===== config.mk =====
export PLATFORM = sky130hd
export DESIGN_NAME = dvi_rx_monitor
export DESIGN_NICKNAME = d
export VERILOG_FILES = /design/src/rtl/dvi_rx_monitor.sv
export SDC_FILE = /design/constraint.sdc
export NUM_CORES = 1
export LEC_CHECK = 0
export CAP_MARGIN = 20
export CORE_ASPECT_RATIO = 0.5
export CORE_MARGIN = 10
export CORE_UTILIZATION = 41
export CTS_BUF_LIST = sky130_fd_sc_hd__clkbuf_4
export DETAILED_ROUTE_END_ITERATION = 6
export PLACE_DENSITY = 0.67
export SKIP_CTS_REPAIR_TIMING = 1
export SYNTH_ARGS = -nofsm -noshare
export SYNTH_HDL_FRONTEND = slang
export SYNTH_SLANG_ARGS = --single-unit

===== constraint.sdc =====
create_clock -name clk -period 4.29 [get_ports clk]
set_input_delay 0.858 -clock clk [delete_from_list [all_inputs] [get_ports clk]]
set_output_delay 0.858 -clock clk [all_outputs]
set_load 0.1 [all_outputs]

===== src/rtl/dvi_rx_monitor.sv =====
// dvi_rx_monitor: receive-side monitor for a 12-bit DDR DVI link.
// Rebuilds 24-bit pixels from rise/fall half-words, measures line and frame
// timing, sums active pixels per frame and declares lock once the timing is stable.
// Ports:
//   clk, reset_n                      pixel clock, async active-low reset
//   d_rise {G[3:0],B}, d_fall {R,G[7:4]}, hsync, vsync, de   link inputs
//   pix_valid, pix_rgb, pix_x, pix_y, frame_start            1-cycle pixel stream
//   h_total, h_active, h_sync_w                              last line measurement
//   v_total, v_active, v_sync_w                              last frame measurement
//   frame_sum, sum_valid                                     per-frame pixel sum
//   locked                                                   timing stable
module dvi_rx_monitor #(
    parameter int LOCK_FRAMES = 2,
    parameter int CNT_W       = 12
) (
    input  logic             clk,
    input  logic             reset_n,
    input  logic [11:0]      d_rise,
    input  logic [11:0]      d_fall,
    input  logic             hsync,
    input  logic             vsync,
    input  logic             de,
    output logic             pix_valid,
    output logic [23:0]      pix_rgb,
    output logic [CNT_W-1:0] pix_x,
    output logic [CNT_W-1:0] pix_y,
    output logic             frame_start,
    output logic [CNT_W-1:0] h_total,
    output logic [CNT_W-1:0] h_active,
    output logic [CNT_W-1:0] h_sync_w,
    output logic [CNT_W-1:0] v_total,
    output logic [CNT_W-1:0] v_active,
    output logic [CNT_W-1:0] v_sync_w,
    output logic [31:0]      frame_sum,
    output logic             sum_valid,
    output logic             locked
);
    localparam logic [CNT_W-1:0] MAX = '1;
    localparam logic [CNT_W-1:0] ONE = {{(CNT_W-1){1'b0}}, 1'b1};
    localparam int MW = $clog2(LOCK_FRAMES + 1);
    localparam logic [MW-1:0] LOCK_TGT = MW'(LOCK_FRAMES - 1);

    typedef enum logic [1:0] {IDLE, MEASURE, LOCKED} state_t;

    function automatic logic [CNT_W-1:0] sat_inc(input logic [CNT_W-1:0] v);
        return (&v) ? v : v + 1'b1;
    endfunction

    logic             r_hs, r_vs, r_de, r_first, r_line_de;
    logic [CNT_W-1:0] r_hcnt, r_hact, r_hsw, r_vcnt, r_vact, r_vsw;
    logic [31:0]      r_acc;
    logic [CNT_W-1:0] r_p_htot, r_p_hact, r_p_hsw, r_p_vtot, r_p_vact, r_p_vsw;
    logic             r_p_ok, r_dirty;
    state_t           r_state;
    logic [MW-1:0]    r_match_cnt;

    logic             w_hs_rise, w_vs_rise, w_de_rise, w_first;
    logic [23:0]      w_pix;
    logic [CNT_W-1:0] w_f_htot, w_f_hact, w_f_hsw, w_f_vtot, w_f_vact, w_f_vsw;
    logic             w_sat, w_same, w_line_bad, w_dirty, w_match;
    logic [MW-1:0]    w_cnt_inc;

    assign w_hs_rise = hsync & ~r_hs;
    assign w_vs_rise = vsync & ~r_vs;
    assign w_de_rise = de & ~r_de;
    assign w_first   = r_first | w_vs_rise;
    assign w_pix     = {d_fall, d_rise};

    // Frame measurement as it stands at this edge: a line ending on the same
    // cycle as the vsync rise belongs to the frame that is closing. h_active
    // tracks the last line that carried de so blanking lines do not zero it.
    assign w_f_htot = w_hs_rise ? r_hcnt : h_total;
    assign w_f_hact = (w_hs_rise & r_line_de) ? r_hact : h_active;
    assign w_f_hsw  = w_hs_rise ? r_hsw : h_sync_w;
    assign w_f_vtot = w_hs_rise ? sat_inc(r_vcnt) : r_vcnt;
    assign w_f_vact = (w_hs_rise & r_line_de) ? sat_inc(r_vact) : r_vact;
    assign w_f_vsw  = r_vsw;

    assign w_sat = (w_f_htot == MAX) | (w_f_hact == MAX) | (w_f_hsw == MAX) |
                   (w_f_vtot == MAX) | (w_f_vact == MAX) | (w_f_vsw == MAX);
    assign w_same = (w_f_htot == r_p_htot) & (w_f_hact == r_p_hact) & (w_f_hsw == r_p_hsw) &
                    (w_f_vtot == r_p_vtot) & (w_f_vact == r_p_vact) & (w_f_vsw == r_p_vsw);

    // Per-line check while locked; h_active only matters on lines carrying de.
    assign w_line_bad = w_hs_rise & ((r_hcnt != r_p_htot) | (r_hcnt == MAX) |
                        (r_line_de & ((r_hact != r_p_hact) | (r_hact == MAX))));
    // A frame that saw a bad line can neither match nor serve as a reference.
    assign w_dirty   = r_dirty | ((r_state == LOCKED) & w_line_bad);
    assign w_match   = w_same & ~w_sat & r_p_ok & ~w_dirty;
    assign w_cnt_inc = r_match_cnt + 1'b1;

    always_ff @(posedge clk or negedge reset_n) begin
        if (!reset_n) begin
            r_hs        <= 1'b0;
            r_vs        <= 1'b0;
            r_de        <= 1'b0;
            r_first     <= 1'b0;
            r_line_de   <= 1'b0;
            r_hcnt      <= '0;
            r_hact      <= '0;
            r_hsw       <= '0;
            r_vcnt      <= '0;
            r_vact      <= '0;
            r_vsw       <= '0;
            r_acc       <= '0;
            pix_valid   <= 1'b0;
            pix_rgb     <= '0;
            pix_x       <= '0;
            pix_y       <= '0;
            frame_start <= 1'b0;
            h_total     <= '0;
            h_active    <= '0;
            h_sync_w    <= '0;
            v_total     <= '0;
            v_active    <= '0;
            v_sync_w    <= '0;
            frame_sum   <= '0;
            sum_valid   <= 1'b0;
        end else begin
            r_hs        <= hsync;
            r_vs        <= vsync;
            r_de        <= de;
            pix_valid   <= de;
            pix_rgb     <= w_pix;
            frame_start <= w_de_rise & w_first;
            r_first     <= w_de_rise ? 1'b0 : w_first;
            if (w_de_rise) begin
                pix_x <= '0;
                pix_y <= w_first ? '0 : sat_inc(pix_y);
            end else if (de) begin
                pix_x <= sat_inc(pix_x);
            end
            if (w_hs_rise) begin
                h_total   <= r_hcnt;
                h_sync_w  <= r_hsw;
                h_active  <= w_f_hact;
                r_hcnt    <= ONE;
                r_hsw     <= ONE;
                r_hact    <= de ? ONE : '0;
                r_line_de <= de;
                r_vcnt    <= w_f_vtot;
                r_vact    <= w_f_vact;
                r_vsw     <= vsync ? sat_inc(r_vsw) : r_vsw;
            end else begin
                r_hcnt    <= sat_inc(r_hcnt);
                r_hsw     <= hsync ? sat_inc(r_hsw) : r_hsw;
                r_hact    <= de ? sat_inc(r_hact) : r_hact;
                r_line_de <= r_line_de | de;
            end
            // The hsync rise coinciding with a vsync rise opens the new
            // frame's sync pulse, so it seeds the new v_sync_w count.
            if (w_vs_rise) begin
                v_total   <= w_f_vtot;
                v_active  <= w_f_vact;
                v_sync_w  <= w_f_vsw;
                r_vcnt    <= '0;
                r_vact    <= '0;
                r_vsw     <= w_hs_rise ? ONE : '0;
                sum_valid <= (r_state != IDLE);
                frame_sum <= (r_state != IDLE) ? r_acc : frame_sum;
                r_acc     <= de ? 32'(w_pix) : '0;
            end else begin
                sum_valid <= 1'b0;
                r_acc     <= de ? r_acc + 32'(w_pix) : r_acc;
            end
        end
    end

    always_ff @(posedge clk or negedge reset_n) begin
        if (!reset_n) begin
            r_state     <= IDLE;
            r_match_cnt <= '0;
            locked      <= 1'b0;
            r_dirty     <= 1'b0;
            r_p_ok      <= 1'b0;
            r_p_htot    <= '0;
            r_p_hact    <= '0;
            r_p_hsw     <= '0;
            r_p_vtot    <= '0;
            r_p_vact    <= '0;
            r_p_vsw     <= '0;
        end else begin
            r_dirty <= w_vs_rise ? 1'b0 : w_dirty;
            if (w_vs_rise) begin
                r_p_htot <= w_f_htot;
                r_p_hact <= w_f_hact;
                r_p_hsw  <= w_f_hsw;
                r_p_vtot <= w_f_vtot;
                r_p_vact <= w_f_vact;
                r_p_vsw  <= w_f_vsw;
                r_p_ok   <= ~w_dirty;
            end
            case (r_state)
                IDLE: begin
                    if (w_vs_rise) r_state <= MEASURE;
                end
                MEASURE: begin
                    if (w_vs_rise & w_match) begin
                        r_match_cnt <= w_cnt_inc;
                        if (w_cnt_inc >= LOCK_TGT) begin
                            r_state <= LOCKED;
                            locked  <= 1'b1;
                        end
                    end else if (w_vs_rise) begin
                        r_match_cnt <= '0;
                    end
                end
                LOCKED: begin
                    if (w_line_bad | (w_vs_rise & ~w_match)) begin
                        r_state     <= MEASURE;
                        r_match_cnt <= '0;
                        locked      <= 1'b0;
                    end
                end
                default: begin
                    r_state <= IDLE;
                    locked  <= 1'b0;
                end
            endcase
        end
    end
endmodule


# --- Word level (Yosys, flattened, before mapping) ---
# Index checks and enable logic that the tools add are counted.
op_classes:
  add_sub_neg: 10
  order_cmp: 1
  eq_ne: 29
  n_mux: 50
  bitwise: 37
  n_reduce_logical: 26
op_table:
  columns: ["op", "n"]
  rows:
  - ["12-bit two-way mux", 28]
  - ["12-bit by 1-bit adder with 12-bit output (second input constant)", 8]
  - ["12-bit equality test (second input constant)", 8]
  - ["12-bit AND reduction", 8]
  - ["12-bit equality test", 6]
  - ["32-bit two-way mux", 2]
  - ["32-bit by 24-bit adder with 32-bit output", 1]
  - ["24-bit two-way mux", 1]
  - ["12-bit != test", 2]
  - ["1-bit AND", 18]
  - ["2-bit != test (second input constant)", 9]
  - ["2-bit nonzero test", 8]
  - ["2-bit two-way mux", 7]
  - ["1-bit OR", 12]
  - ["2-bit AND reduction", 5]
  - ["1-bit two-way mux", 9]
  - ["4-bit AND reduction", 2]
  - ["1-bit NOT", 7]
  - ["2-bit case mux with 3 select lines", 1]
  - ["3-bit AND reduction", 2]
  - ["2-bit case mux with 2 select lines", 1]
  - ["3-bit != test (second input constant)", 1]
  - ["1-bit case mux with 3 select lines", 1]
  - ["2-bit by 1-bit adder with 2-bit output (second input constant)", 1]
  - ["other kinds (5)", 5]
totals:
  regBits: 306
  inputBits: 29
  output_inout_bits: 156
  word_cells: 185

# --- Longest topological paths before layout ---
depth:
  word_depth: 19
  depth_mapped: 14
  ltp_nobuf: 13

# --- Least setup slack after synthesis ---
# Ideal clock, no wire load.
synth_path:
  path_type: "in2reg"
  start: "input port d_fall[0]"
  end: "register r_acc[23]"
  setup_ps: 138
  arrival_time_ps: 3228
  t_required_ps: 4152
  path_slack_ps: 924
  path_stages: 11
  path_buffers: 0
  path_cell_list: "ha_1 > a21o_1 > a21o_1 > a21o_1 > a21o_1 > a2111oi_0 > a21oi_1 > a41o_1 > o21a_1 > o311ai_1 > o211ai_1"
synth_between:
  elab_chain_len: 3
synth_rtl:
  columns: ["element", "line_no", "text"]
  rows:
  - ["from (decl)", "19", "input logic [11:0] d_fall,"]
  - ["32-bit by 24-bit adder with 32-bit output", "164", "r_acc <= de ? r_acc + 32'(w_pix) : r_acc;"]
  - ["32-bit two-way mux", "164", null]
  - ["32-bit two-way mux", "152", "if (w_vs_rise) begin"]
  - ["to (signal assigned)", "161", "r_acc <= de ? 32'(w_pix) : '0;"]
  - ["to (signal assigned)", "164", null]
  - ["to (decl)", "51", "logic [31:0] r_acc;"]
# Every way passes these cells. The select of a mux whose other input is x is not followed.
# A chain may end at the register's enable or synchronous reset.

# --- Worst setup path after layout ---
layout_path:
  start: "register r_vcnt[0]"
  end: "register r_state[1]"
layout_between:
  elab_chain_len: 16
  elab_cells_between_ends: 23
  cone_classes: "1 x add/sub; 4 x eq/ne; 2 x mux; 14 x bitwise; 2 x reduce/logical"
layout_rtl:
  columns: ["element", "line_no", "text"]
  rows:
  - ["from (decl)", "50", "logic [CNT_W-1:0] r_hcnt, r_hact, r_hsw, r_vcnt, r_vact, r_vsw;"]
  - ["from (signal assigned)", "141", "r_vcnt <= w_f_vtot;"]
  - ["12-bit by 1-bit adder with 12-bit output / 12-bit AND reduction (equally long branches)", "46", "return (&v) ? v : v + 1'b1;"]
  - ["12-bit two-way mux", "46", null]
  - ["12-bit two-way mux (*)", "75", "assign w_f_vtot = w_hs_rise ? sat_inc(r_vcnt) : r_vcnt;"]
  - ["12-bit equality test", "80", "(w_f_vtot == MAX) | (w_f_vact == MAX) | (w_f_vsw == MAX);"]
  - ["1-bit OR", "79", "assign w_sat = (w_f_htot == MAX) | (w_f_hact == MAX) | (w_f_hsw == MAX) |"]
  - ["1-bit OR (2 in series)", "80", null]
  - ["1-bit NOT", "89", "assign w_match = w_same & ~w_sat & r_p_ok & ~w_dirty;"]
  - ["1-bit AND (*) (3 in series)", "89", null]
  - ["1-bit NOT", "209", "if (w_line_bad | (w_vs_rise & ~w_match)) begin"]
  - ["1-bit AND", "209", null]
  - ["1-bit OR", "209", null]
  - ["2-bit by 1-bit != test with 1-bit output (no line)", null, null]
  - ["4-bit AND reduction (no line) (*)", null, null]
  - ["to (signal assigned)", "201", "r_state <= LOCKED;"]
  - ["to (signal assigned)", "210", "r_state <= MEASURE;"]
  - ["to (signal assigned)", "216", "r_state <= IDLE;"]
  - ["to (decl)", "54", "state_t r_state;"]
# Mark *: on every way between the ends. The rest lies on a longest branch, timed or not.

==> results.sh <==
export IMPL_outcome="completed"
export IMPL_max_slew_margin_pct=28.39
export IMPL_rsz0062_at_grt="false"
export IMPL_tritoncts="done"
export IMPL_drtPass1Iterations=5
export IMPL_power_density_nw_per_um2=505.8
export IMPL_vias=13510
export IMPL_cellLeakagePower_nw=9.039
export IMPL_grt_pass1_vias=13560
export IMPL_grt_max_degree=129
export IMPL_start_kind="flip-flop"
export IMPL_synth_top_family_by_area="simple AND/OR/NAND/NOR gates"
export IMPL_drive_gt1_share_pct=11.63
export IMPL_synth_top_cells_by_count="dfrtp_1, nand2_1, nor2_1, o21ai_0, xor2_1"
export IMPL_worst_ep_arrival_time_ns=4.42
export IMPL_drc=0
export IMPL_die_area_um2=48500
export IMPL_multi_input_area_um2=7988
export IMPL_cts_sinks=306
export IMPL_h_tree_depth=3
export IMPL_drt_wl_total_mm=45.98
export IMPL_io_pins=185
export IMPL_yosysMostFrequentCell="dfrtp_1"
export IMPL_final_core_util_pct=50.75
export IMPL_yosysSeqAreaShare_pct=47.10
export IMPL_clk_latency_ns=0.80
export IMPL_regArea_um2=7657
export IMPL_synth_distinct_cells=89
export IMPL_ys_top_cells_by_area="dfrtp_1, nand2_1, xor2_1"
export IMPL_syn_avg_cell_area_um2=9.452
export IMPL_gr_usage_all_layers_pct=19.01
export IMPL_synthToLayoutAreaGrowth_pct=21.70
export IMPL_timing_setup_tns_ns=0
export IMPL_ys_warnings_count=0
export IMPL_synth_flop_cell="dfrtp_1"
export IMPL_fin_nets=2007
export IMPL_critPathRequiredTime_ns=4.95
export IMPL_cts_buffer_depth=3
export IMPL_wl_per_cell_um=18.18
export IMPL_period_share_pct=87.67
export IMPL_nFillCells=3590
export IMPL_clock_skew_ns=0.03659
export IMPL_ys_seq_elements=306
export IMPL_yosys_area_share_adder_pct=2.971
export IMPL_first_iter_violations=833
export IMPL_initial_core_util_pct=41.70
export IMPL_yosys_area_share_simple_pct=19.85
export IMPL_die_x_um=301.6
export IMPL_reg_top3="frame_sum: 32 flops, r_acc: 32 flops, pix_rgb: 24 flops"
export IMPL_clkTransAtPathRegs_ns=0.06
export IMPL_setup_violations_final=0
export IMPL_grt_pass1_wl_mm=75.11
export IMPL_antenna_found_initial=3
export IMPL_drv_cap=0
export IMPL_tightest_slew_ns=1.071
export IMPL_root_buffer="clkbuf_4"
export IMPL_cts_inserted_buffers=76
export IMPL_synth_area_um2=16260
export IMPL_core_area_um2=38990
export IMPL_hold_path_class="in -> async"
export IMPL_fin_crit_ns=3.761
export IMPL_async_reset_ff_share_pct=100.0
export IMPL_criticalPathCategory="reg -> reg"
export IMPL_syn_num_nets=1787
export IMPL_synth_compound_area_share_pct=13.77
export IMPL_worst_path_max_fanout=9
export IMPL_portBuffers=184
export IMPL_syn_inst=1720
export IMPL_max_freq_ghz=0.2659
export IMPL_netlist_area_leader_share_pct=47.10
export IMPL_gp_congestion=0.8652
export IMPL_die_height_um=160.8
export IMPL_vdd_drop_max_uv=242.3
export IMPL_finalHoldViolations=0
export IMPL_synth_edff_count=0
export IMPL_synthMuxAreaShare_pct=3.971
export IMPL_rows=51
export IMPL_routed_via_density=5.338
export IMPL_dp_hpwl_mm=33.12
export IMPL_finalMaxSlewViolations=0
export IMPL_grt_ovfl_total=0
export IMPL_cp_end_kind="flip-flop"
export IMPL_synth_largest_area_cell="dfrtp_1"
export IMPL_synth_xor_xnor_area_share_pct=8.428
export IMPL_r2r_cells=12
export IMPL_drtAntennaViolNets=0
-- per-stage QoR --
| step | instance area, µm² | cells | total power (W) | worst slack [ns] | hold slack (ns) |
|---|---|---|---|---|---|
| after global routing | 19790 | 2530 | 0.01059 | 0.3469 | 0.01488 |
| final | 19790 | 2530 | 0.01001 | 0.5290 | 0.04109 |
| after floorplan | 16260 | 1720 | 0.006520 | 0.9243 | 0.4428 |
| after global placement | 18840 | 2392 | 0.007559 | 0.1178 | 0.4639 |
| after CTS | 19770 | 2525 | 0.01011 | 0.5913 | 0.03706 |
| after detailed placement | 18840 | 2392 | 0.007594 | 0.04060 | 0.4715 |
-- cell usage in the layout, fill, tap and decap left out, types with 36 or more instances in the layout --
cell type / instances
dfrtp_1: 306
nand2_1: 264
clkdlybuf4s50_1: 182
nor2_1: 145
o21ai_0: 108
clkbuf_4: 108
xor2_1: 84
xnor2_1: 68
inv_1: 67
a21oi_1: 51
nand3_1: 48
buf_4: 45
nand4_1: 42
ha_1: 37
mux2_2: 36
-- power by group --
group	total, W	switching (W)	internal (W)
clock network	0.00246	0.00124	0.00122
logic	0.00387	0.00264	0.00123
registers	0.00367	0.000405	0.00327
-- cell families (layout without fill, tap and decap cells) --
logic type      count (synthesis)  after routing
mux                            60             60
compound gates                338            338
fa+ha+maj                      38             38
simple gates                  665            665
other cells                     0              5
buf+inv                       159            434
xor+xnor                      154            154
flops                         306            306
-- routing by layer --
layer  track usage [%]  vias to the layer above  part of all wire, %
met5                 0                        -                    0
met4             5.894                        0                  2.3
met3             4.710                       81                  5.4
met2             31.95                      318                   49
met1             23.76                     6585                   43
li1                  -                     6521                    -
-- path summary, 6_finish.rpt --
path	start	to	slack [ns]
hold / removal	reset_n	pix_rgb[14]$_DFF_PN0_	0.04
max in group asynchronous	reset_n	h_sync_w[9]$_DFF_PN0_	3.19
hold reg to reg	r_match_cnt[1]$_DFFE_PN0P_	r_match_cnt[1]$_DFFE_PN0P_	0.48
setup reg to reg	r_vcnt[0]$_DFFE_PN0P_	r_state[1]$_DFFE_PN0P_	0.53
setup / recovery	r_vcnt[0]$_DFFE_PN0P_	r_state[1]$_DFFE_PN0P_	0.53
min in group clk	de	r_de$_DFF_PN0_	0.37
-- worst max-delay path: stages (launching register included) --
cell	delay (ns)
dfrtp_1	0.55
ha_1	0.23
and3_1	0.34
nand4_1	0.36
nor4b_2	0.28
buf_4	0.16
xnor2_1	0.25
nor4_2	0.10
a2111oi_2	0.48
nand4_2	0.29
nor3_4	0.29
o21ai_1	0.11
a22o_1	0.19
-- area by class of cell --
type	count	share of cell area, %
inverter	67	1.271
tap	530	3.352
antenna	5	0.06324
clock inverter	25	0.6197
clock buffer	108	4.098
timing repair buffer	234	11.52
sequential	306	38.70
multi-input combinational	1255	40.37
(Power assumes the default switching activity.)
